File: config.mk
export PLATFORM = sky130hd
export DESIGN_NAME = uart_rx_flat
export DESIGN_NICKNAME = d
export VERILOG_FILES = /design/src/rtl/uart_pkg.sv /design/src/rtl/uart_rx_if.sv /design/src/rtl/uart_rx_sync.sv /design/src/rtl/uart_rx.sv /design/src/flat_wrapper.sv
export SDC_FILE = /design/constraint.sdc
export NUM_CORES = 1
export LEC_CHECK = 0
export CORE_MARGIN = 4
export CORE_UTILIZATION = 52
export DETAILED_ROUTE_END_ITERATION = 7
export PLACE_DENSITY = 0.74
export SLEW_MARGIN = 20
export SYNTH_ARGS = -nofsm -noshare
export SYNTH_HDL_FRONTEND = slang
export SYNTH_HIERARCHICAL = 1
export SYNTH_SLANG_ARGS = --single-unit
File: constraint.sdc
create_clock -name iClk -period 2.1 [get_ports iClk]
set_input_delay 0.21 -clock iClk [delete_from_list [all_inputs] [get_ports iClk]]
set_output_delay 0.21 -clock iClk [all_outputs]
set_load 0.02 [all_outputs]
File: src/rtl/uart_pkg.sv
// rtl/uart_pkg.sv - shared UART types and constants
package uart_pkg;

    localparam int UART_DATA_W      = 8;
    // 48 MHz system clock at 115200 bps; the transmitter uses the same value
    localparam int UART_DEFAULT_DIV = 416;

    typedef enum logic [1:0] {
        IDLE  = 2'd0,
        START = 2'd1,
        DATA  = 2'd2,
        STOP  = 2'd3
    } uart_rx_state_e;

endpackage

File: src/rtl/uart_rx_if.sv
// rtl/uart_rx_if.sv - serial line in, received byte and strobes out
interface uart_rx_if;
    import uart_pkg::*;

    logic                   iEn;
    logic                   iRxD;
    logic [UART_DATA_W-1:0] oData;
    logic                   oValid;
    logic                   oFrameErr;
    logic                   oBusy;

    modport master (
        output iEn, iRxD,
        input  oData, oValid, oFrameErr, oBusy
    );

    modport slave (
        input  iEn, iRxD,
        output oData, oValid, oFrameErr, oBusy
    );

endinterface

File: src/rtl/uart_rx_sync.sv
// rtl/uart_rx_sync.sv - RxD synchroniser, 3-sample majority vote, falling-edge detect
module uart_rx_sync (
    input  logic iClk,
    input  logic iRst_N,
    input  logic iRxD,
    output logic vote,
    output logic fall
);

    logic       s1_q;
    logic       s2_q;
    logic [2:0] hist_q;

    always_ff @(posedge iClk or negedge iRst_N) begin
        if (!iRst_N) begin
            s1_q   <= 1'b1;
            s2_q   <= 1'b1;
            hist_q <= 3'b111;
        end else begin
            s1_q   <= iRxD;
            s2_q   <= s1_q;
            hist_q <= {hist_q[1:0], s2_q};
        end
    end

    assign vote = (hist_q[0] & hist_q[1]) | (hist_q[0] & hist_q[2]) | (hist_q[1] & hist_q[2]);
    // hist_q[0] is the previous synchronised sample, so the edge is seen one cycle early
    assign fall = hist_q[0] & ~s2_q;

endmodule

File: src/rtl/uart_rx.sv
// rtl/uart_rx.sv - 8N1 UART receive engine with mid-bit majority sampling
module uart_rx
    import uart_pkg::*;
#(
    parameter int Freq_divider = UART_DEFAULT_DIV
) (
    input  logic     iClk,
    input  logic     iRst_N,
    uart_rx_if.slave rx
);

    localparam logic [15:0] HALF_M1 = 16'(Freq_divider / 2 - 1);
    localparam logic [15:0] FULL_M1 = 16'(Freq_divider - 1);

    logic vote;
    logic fall;

    uart_rx_sync u_sync (
        .iClk   (iClk),
        .iRst_N (iRst_N),
        .iRxD   (rx.iRxD),
        .vote   (vote),
        .fall   (fall)
    );

    uart_rx_state_e         state_q;
    logic [15:0]            bit_cnt_q;
    logic [2:0]             idx_q;
    logic [UART_DATA_W-1:0] shift_q;
    logic [UART_DATA_W-1:0] data_q;
    logic                   valid_q;
    logic                   ferr_q;
    logic                   busy_q;

    always_ff @(posedge iClk or negedge iRst_N) begin
        if (!iRst_N) begin
            state_q   <= IDLE;
            bit_cnt_q <= 16'd0;
            idx_q     <= 3'd0;
            shift_q   <= '0;
            data_q    <= '0;
            valid_q   <= 1'b0;
            ferr_q    <= 1'b0;
            busy_q    <= 1'b0;
        end else begin
            valid_q <= 1'b0;
            ferr_q  <= 1'b0;
            if (!rx.iEn) begin
                state_q   <= IDLE;
                busy_q    <= 1'b0;
                bit_cnt_q <= 16'd0;
            end else begin
                case (state_q)
                    IDLE: begin
                        if (fall) begin
                            state_q   <= START;
                            busy_q    <= 1'b1;
                            bit_cnt_q <= 16'd0;
                        end
                    end
                    START: begin
                        if (bit_cnt_q == HALF_M1) begin
                            bit_cnt_q <= 16'd0;
                            idx_q     <= 3'd0;
                            if (vote) begin
                                state_q <= IDLE;
                                busy_q  <= 1'b0;
                            end else begin
                                state_q <= DATA;
                            end
                        end else begin
                            bit_cnt_q <= bit_cnt_q + 16'd1;
                        end
                    end
                    DATA: begin
                        if (bit_cnt_q == FULL_M1) begin
                            bit_cnt_q      <= 16'd0;
                            shift_q[idx_q] <= vote;
                            idx_q          <= idx_q + 3'd1;
                            if (idx_q == 3'd7) begin
                                state_q <= STOP;
                            end
                        end else begin
                            bit_cnt_q <= bit_cnt_q + 16'd1;
                        end
                    end
                    STOP: begin
                        // Leave at stop-bit mid-point so a following start edge is caught
                        if (bit_cnt_q == FULL_M1) begin
                            bit_cnt_q <= 16'd0;
                            state_q   <= IDLE;
                            busy_q    <= 1'b0;
                            if (vote) begin
                                data_q  <= shift_q;
                                valid_q <= 1'b1;
                            end else begin
                                ferr_q  <= 1'b1;
                            end
                        end else begin
                            bit_cnt_q <= bit_cnt_q + 16'd1;
                        end
                    end
                    default: begin
                        state_q <= IDLE;
                        busy_q  <= 1'b0;
                    end
                endcase
            end
        end
    end

    assign rx.oData     = data_q;
    assign rx.oValid    = valid_q;
    assign rx.oFrameErr = ferr_q;
    assign rx.oBusy     = busy_q;

endmodule
File: src/flat_wrapper.sv
// flat-port wrapper written by rule: the top's interface ports become plain ports
module uart_rx_flat import uart_pkg::*;
#(
    parameter int Freq_divider = UART_DEFAULT_DIV
)
  (iClk, iRst_N, rx_iEn, rx_iRxD, rx_oData, rx_oValid, rx_oFrameErr, rx_oBusy);
  uart_rx_if rx_i ();
  input  logic iClk;
  input  logic iRst_N;
  input wire logic [$bits(rx_i.iEn)-1:0] rx_iEn;
  input wire logic [$bits(rx_i.iRxD)-1:0] rx_iRxD;
  output wire logic [$bits(rx_i.oData)-1:0] rx_oData;
  output wire logic [$bits(rx_i.oValid)-1:0] rx_oValid;
  output wire logic [$bits(rx_i.oFrameErr)-1:0] rx_oFrameErr;
  output wire logic [$bits(rx_i.oBusy)-1:0] rx_oBusy;
  assign rx_i.iEn = rx_iEn;
  assign rx_i.iRxD = rx_iRxD;
  assign rx_oData = rx_i.oData;
  assign rx_oValid = rx_i.oValid;
  assign rx_oFrameErr = rx_i.oFrameErr;
  assign rx_oBusy = rx_i.oBusy;
  uart_rx #(.Freq_divider(Freq_divider)) u_core (.iClk(iClk), .iRst_N(iRst_N), .rx(rx_i));
endmodule
==> flow_summary_export.csv <==
group,metric,value,unit
outcome,status,"complete, but fails checks",
outcome,violations,"negative setup slack",
clock_tree,clk_pin_slew,80,ps
power,power.leakage,1.28,nW
power,ir_worst_vdd,0.000370,V
critical_path,cp_num_buf_inv,0,
critical_path,crit_slowest_cell,"or4_4",
critical_path,r2r-start,"u_core/bit_cnt_q[15]",
critical_path,cp.arrival,2390,ps
global_route,grt_first_pass_wirelength,8450,um
synth,synth_ff_type,"dfrtp_1",
critical_path,critPathKind,"reg -> reg",
critical_path,cp_max_fo,6,
power,power_density,682,nW/um^2
clock_tree,cts_root_buf,"clkbuf_8",
critical_path,crit_chain,"or4_4, or4_4, a32o_2, a21oi_1, o22ai_1",
global_route,antenna_found_initial,0,
clock_tree,clockBufferDepth,2,
floorplan,core-area,4120,um^2
power,power,1.94,mW
finish,nNetsFinal,276,
floorplan,dieArea,5480,um^2
global_route,grtUsageTotal,19.8,%
route,route.met3.wl,170,um
placement,dp_hpwl,3410,um
job,max_cap_viol_count,0,
critical_path,cp-start-kind,"flop",
synth,synth-seq-area-share,49.9,%
synth,synthAdderAreaFrac,4.91,%
route,wl_met1,2230,um
critical_path,cp_common_cell,"or4_4",
synth,synth_warnings,6,
clock_tree,clock_latency,290,ps
placement,portBuffers,14,
synth,synthMuxAreaShare,7.94,%
route,wl_per_cell,15.3,um
critical_path,required,2280,ps
global_route,grt_max_degree,21,
global_route,overflow,0,
synth,synth-simple-area-share,23.8,%
finish,fillers,331,
timing,tns,-1270,ps
route,drc_errors,0,
synth,yosys-top-cells-area,"dfrtp_1 (44%), mux2_2 (7.9%), dfstp_2 (5.8%)",
floorplan,num_rows,23,
finish,n_antenna_cell,0,
route,top_layer_used,"met4",
worst_hold_path,hp-class,"in -> reg",
timing,maxSlewHeadroom,70.7,%
route,num_vias,1793,
timing,finClkSkew,10.8,ps
synth,synthesis.nets,230,
timing,max_freq,451,MHz
synth,synth_top_cell_by_area,"dfrtp_1",
route,drt_first_pass_iters,4,
synth,synth_edf_count,0,
floorplan,ios,15,
clock_tree,cts_made_buffers,5,
timing,fin_crit_sh,106,%
route,wl_met2,2350,um
synth,synth_area,2270,um^2
floorplan,start_util,55.1,%
timing,fin_crit,2220,ps
route,first_iter_violations,131,
finish,stdcell_count,314,
global_route,grt_pass1_vias,1803,
critical_path,crit_start,"u_core/bit_cnt_q[15]",
finish,final_cell_mix,"dfrtp_1 (40), buf_4 (29), nand2_1 (25)",
critical_path,slowest_delay,550,ps
clock_tree,cts.sinks,45,
timing,setup-violations-final,21,
timing,worst_slew_pin_slew,439,ps
critical_path,end_kind,"flop",
finish,final_area,2840,um^2
floorplan,die_y,74.1,um
finish,layout_commonest_cell,"dfrtp_1",
placement,dp_cells,302,
synth,syn_area_per_cell,10.4,um^2
timing,hold_viol,0,
synth,netlist_instances,218,
worst_hold_path,hp-start,"rx_iRxD",
route,wirelength,4790,um
synth,synth_cell_types,41,
finish,area_growth,25.2,%
synth,synth_xor_area_share,4.25,%
timing,fin_ws,-116,ps
timing,final_max_slew_viol_count,0,
synth,async_flop_share,100,%
synth,synth_compound_area_share,6.23,%
route,via_per_inst,5.71,
synth,synth_top_family_by_area,"simple AND/OR/NAND/NOR gates",
route,ant_nets,0,
synth,synth_top_area_share,44.1,%
clock_tree,htree_levels,2,
placement,place.gp.congestion,0.851,
placement,post-place-ws,-165,ps
critical_path,cpLargestDelayFamily,"simple AND/OR/NAND/NOR gates",
clock_tree,cts_tree,"built",
finish,drive_gt1_share,29.2,%
synth,ys_ff_latch,45,
placement,place_area,2660,um^2
timing,rsz0062_at_grt,"true",
floorplan,die_w,74.1,um
-- worst reg2reg max path, delay by kind of cell, from the launching register on --
kind,cells,cell delay (ps)
AO/OA/AOI/OAI,3,610
flip-flops,1,410
AND/OR/NAND/NOR,2,1100
-- final timing paths --
| path | endpoint | slack, ps | depth (start not counted) |
|---|---|---|---|
| worst min register to register | u_core/u_sync/s2_q | 370 | 0 |
| min in group asynchronous | u_core/shift_q[2] | 380 | 2 |
| worst max-delay path | u_core/bit_cnt_q[2] | -120 | 5 |
| worst max register to register | u_core/bit_cnt_q[2] | -120 | 5 |
| max in group asynchronous | u_core/u_sync/s2_q | 1090 | 3 |
| worst min-delay path | u_core/u_sync/s1_q | 320 | 1 |
-- timing repair --
item	4_1_cts	5_1_grt
hold endpoints to repair	16	0
setup endpoints to repair	30	36
hold buffers	1	0
setup buffers	2	1
gates cloned	1	0
gates resized for setup	7	8
pin swaps	18	6
-- layer usage --
| layer | vias to the layer above | GRT usage [%] |
|---|---|---|
| met5 | - | 0 |
| met2 | 28 | 32.2 |
| met3 | 6 | 4.19 |
| li1 | 878 | - |
| met1 | 881 | 27.1 |
| met4 | 0 | 5.43 |
-- power breakdown --
| part | internal, mW | switching (mW) |
|---|---|---|
| Clock | 0.261 | 0.270 |
| Combinational | 0.180 | 0.282 |
| Sequential | 0.903 | 0.0410 |
-- stage by stage --
step | utilization, % | hold slack [ps]
after global routing | 69.0 | 322
after detailed placement | 64.6 | 171
final | 69.0 | 321
after floorplan | - | -85.6
after CTS | 68.0 | 313
after global placement | 64.6 | 171
-- registers in the layout, indices dropped and copies added, names as in the netlist --
register	count
u_core/rx.oFrameErr	1
u_core/idx_q	3
u_core/shift_q	8
u_core/rx.oBusy	1
u_core/rx.oData	8
u_core/u_sync/hist_q	3
u_core/bit_cnt_q	16
u_core/u_sync/s1_q	1
u_core/rx.oValid	1
u_core/u_sync/s2_q	1
u_core/state_q	2
-- cell type report --
| class | count | area, um^2 | area share [%] |
|---|---|---|---|
| multi-input cells | 158 | 1150 | 40.5 |
| flip-flops and latches | 45 | 1130 | 39.9 |
| repair buffers | 45 | 374 | 13.2 |
| clock buffers | 7 | 86.3 | 3.04 |
| well taps | 50 | 62.6 | 2.20 |
| inverters | 9 | 33.8 | 1.19 |
-- synth_stat cells, drive strengths merged, types with 2 or more instances --
master,number
nor4,6
a21oi,5
or4,5
inv,9
nand2b,3
and3,5
ha,8
nor2,16
nor3b,2
nand3b,2
nor3,4
o31ai,2
clkbuf,6
nand3,10
dfstp,5
o21ai,5
dfrtp,40
nor2b,3
nand4,11
and4b,2
mux2,16
xnor2,3
and3b,2
xor2,8
nand2,26
-- cells by family after synthesis --
group / after synthesis
and+or+nand+nor: 100
DFF: 45
AOI/OAI and AO/OA: 21
buffers and inverters: 16
muxes: 16
xor gates and xnor gates: 11
adders and majority gates: 9
Power figures use the tool's default switching activity.
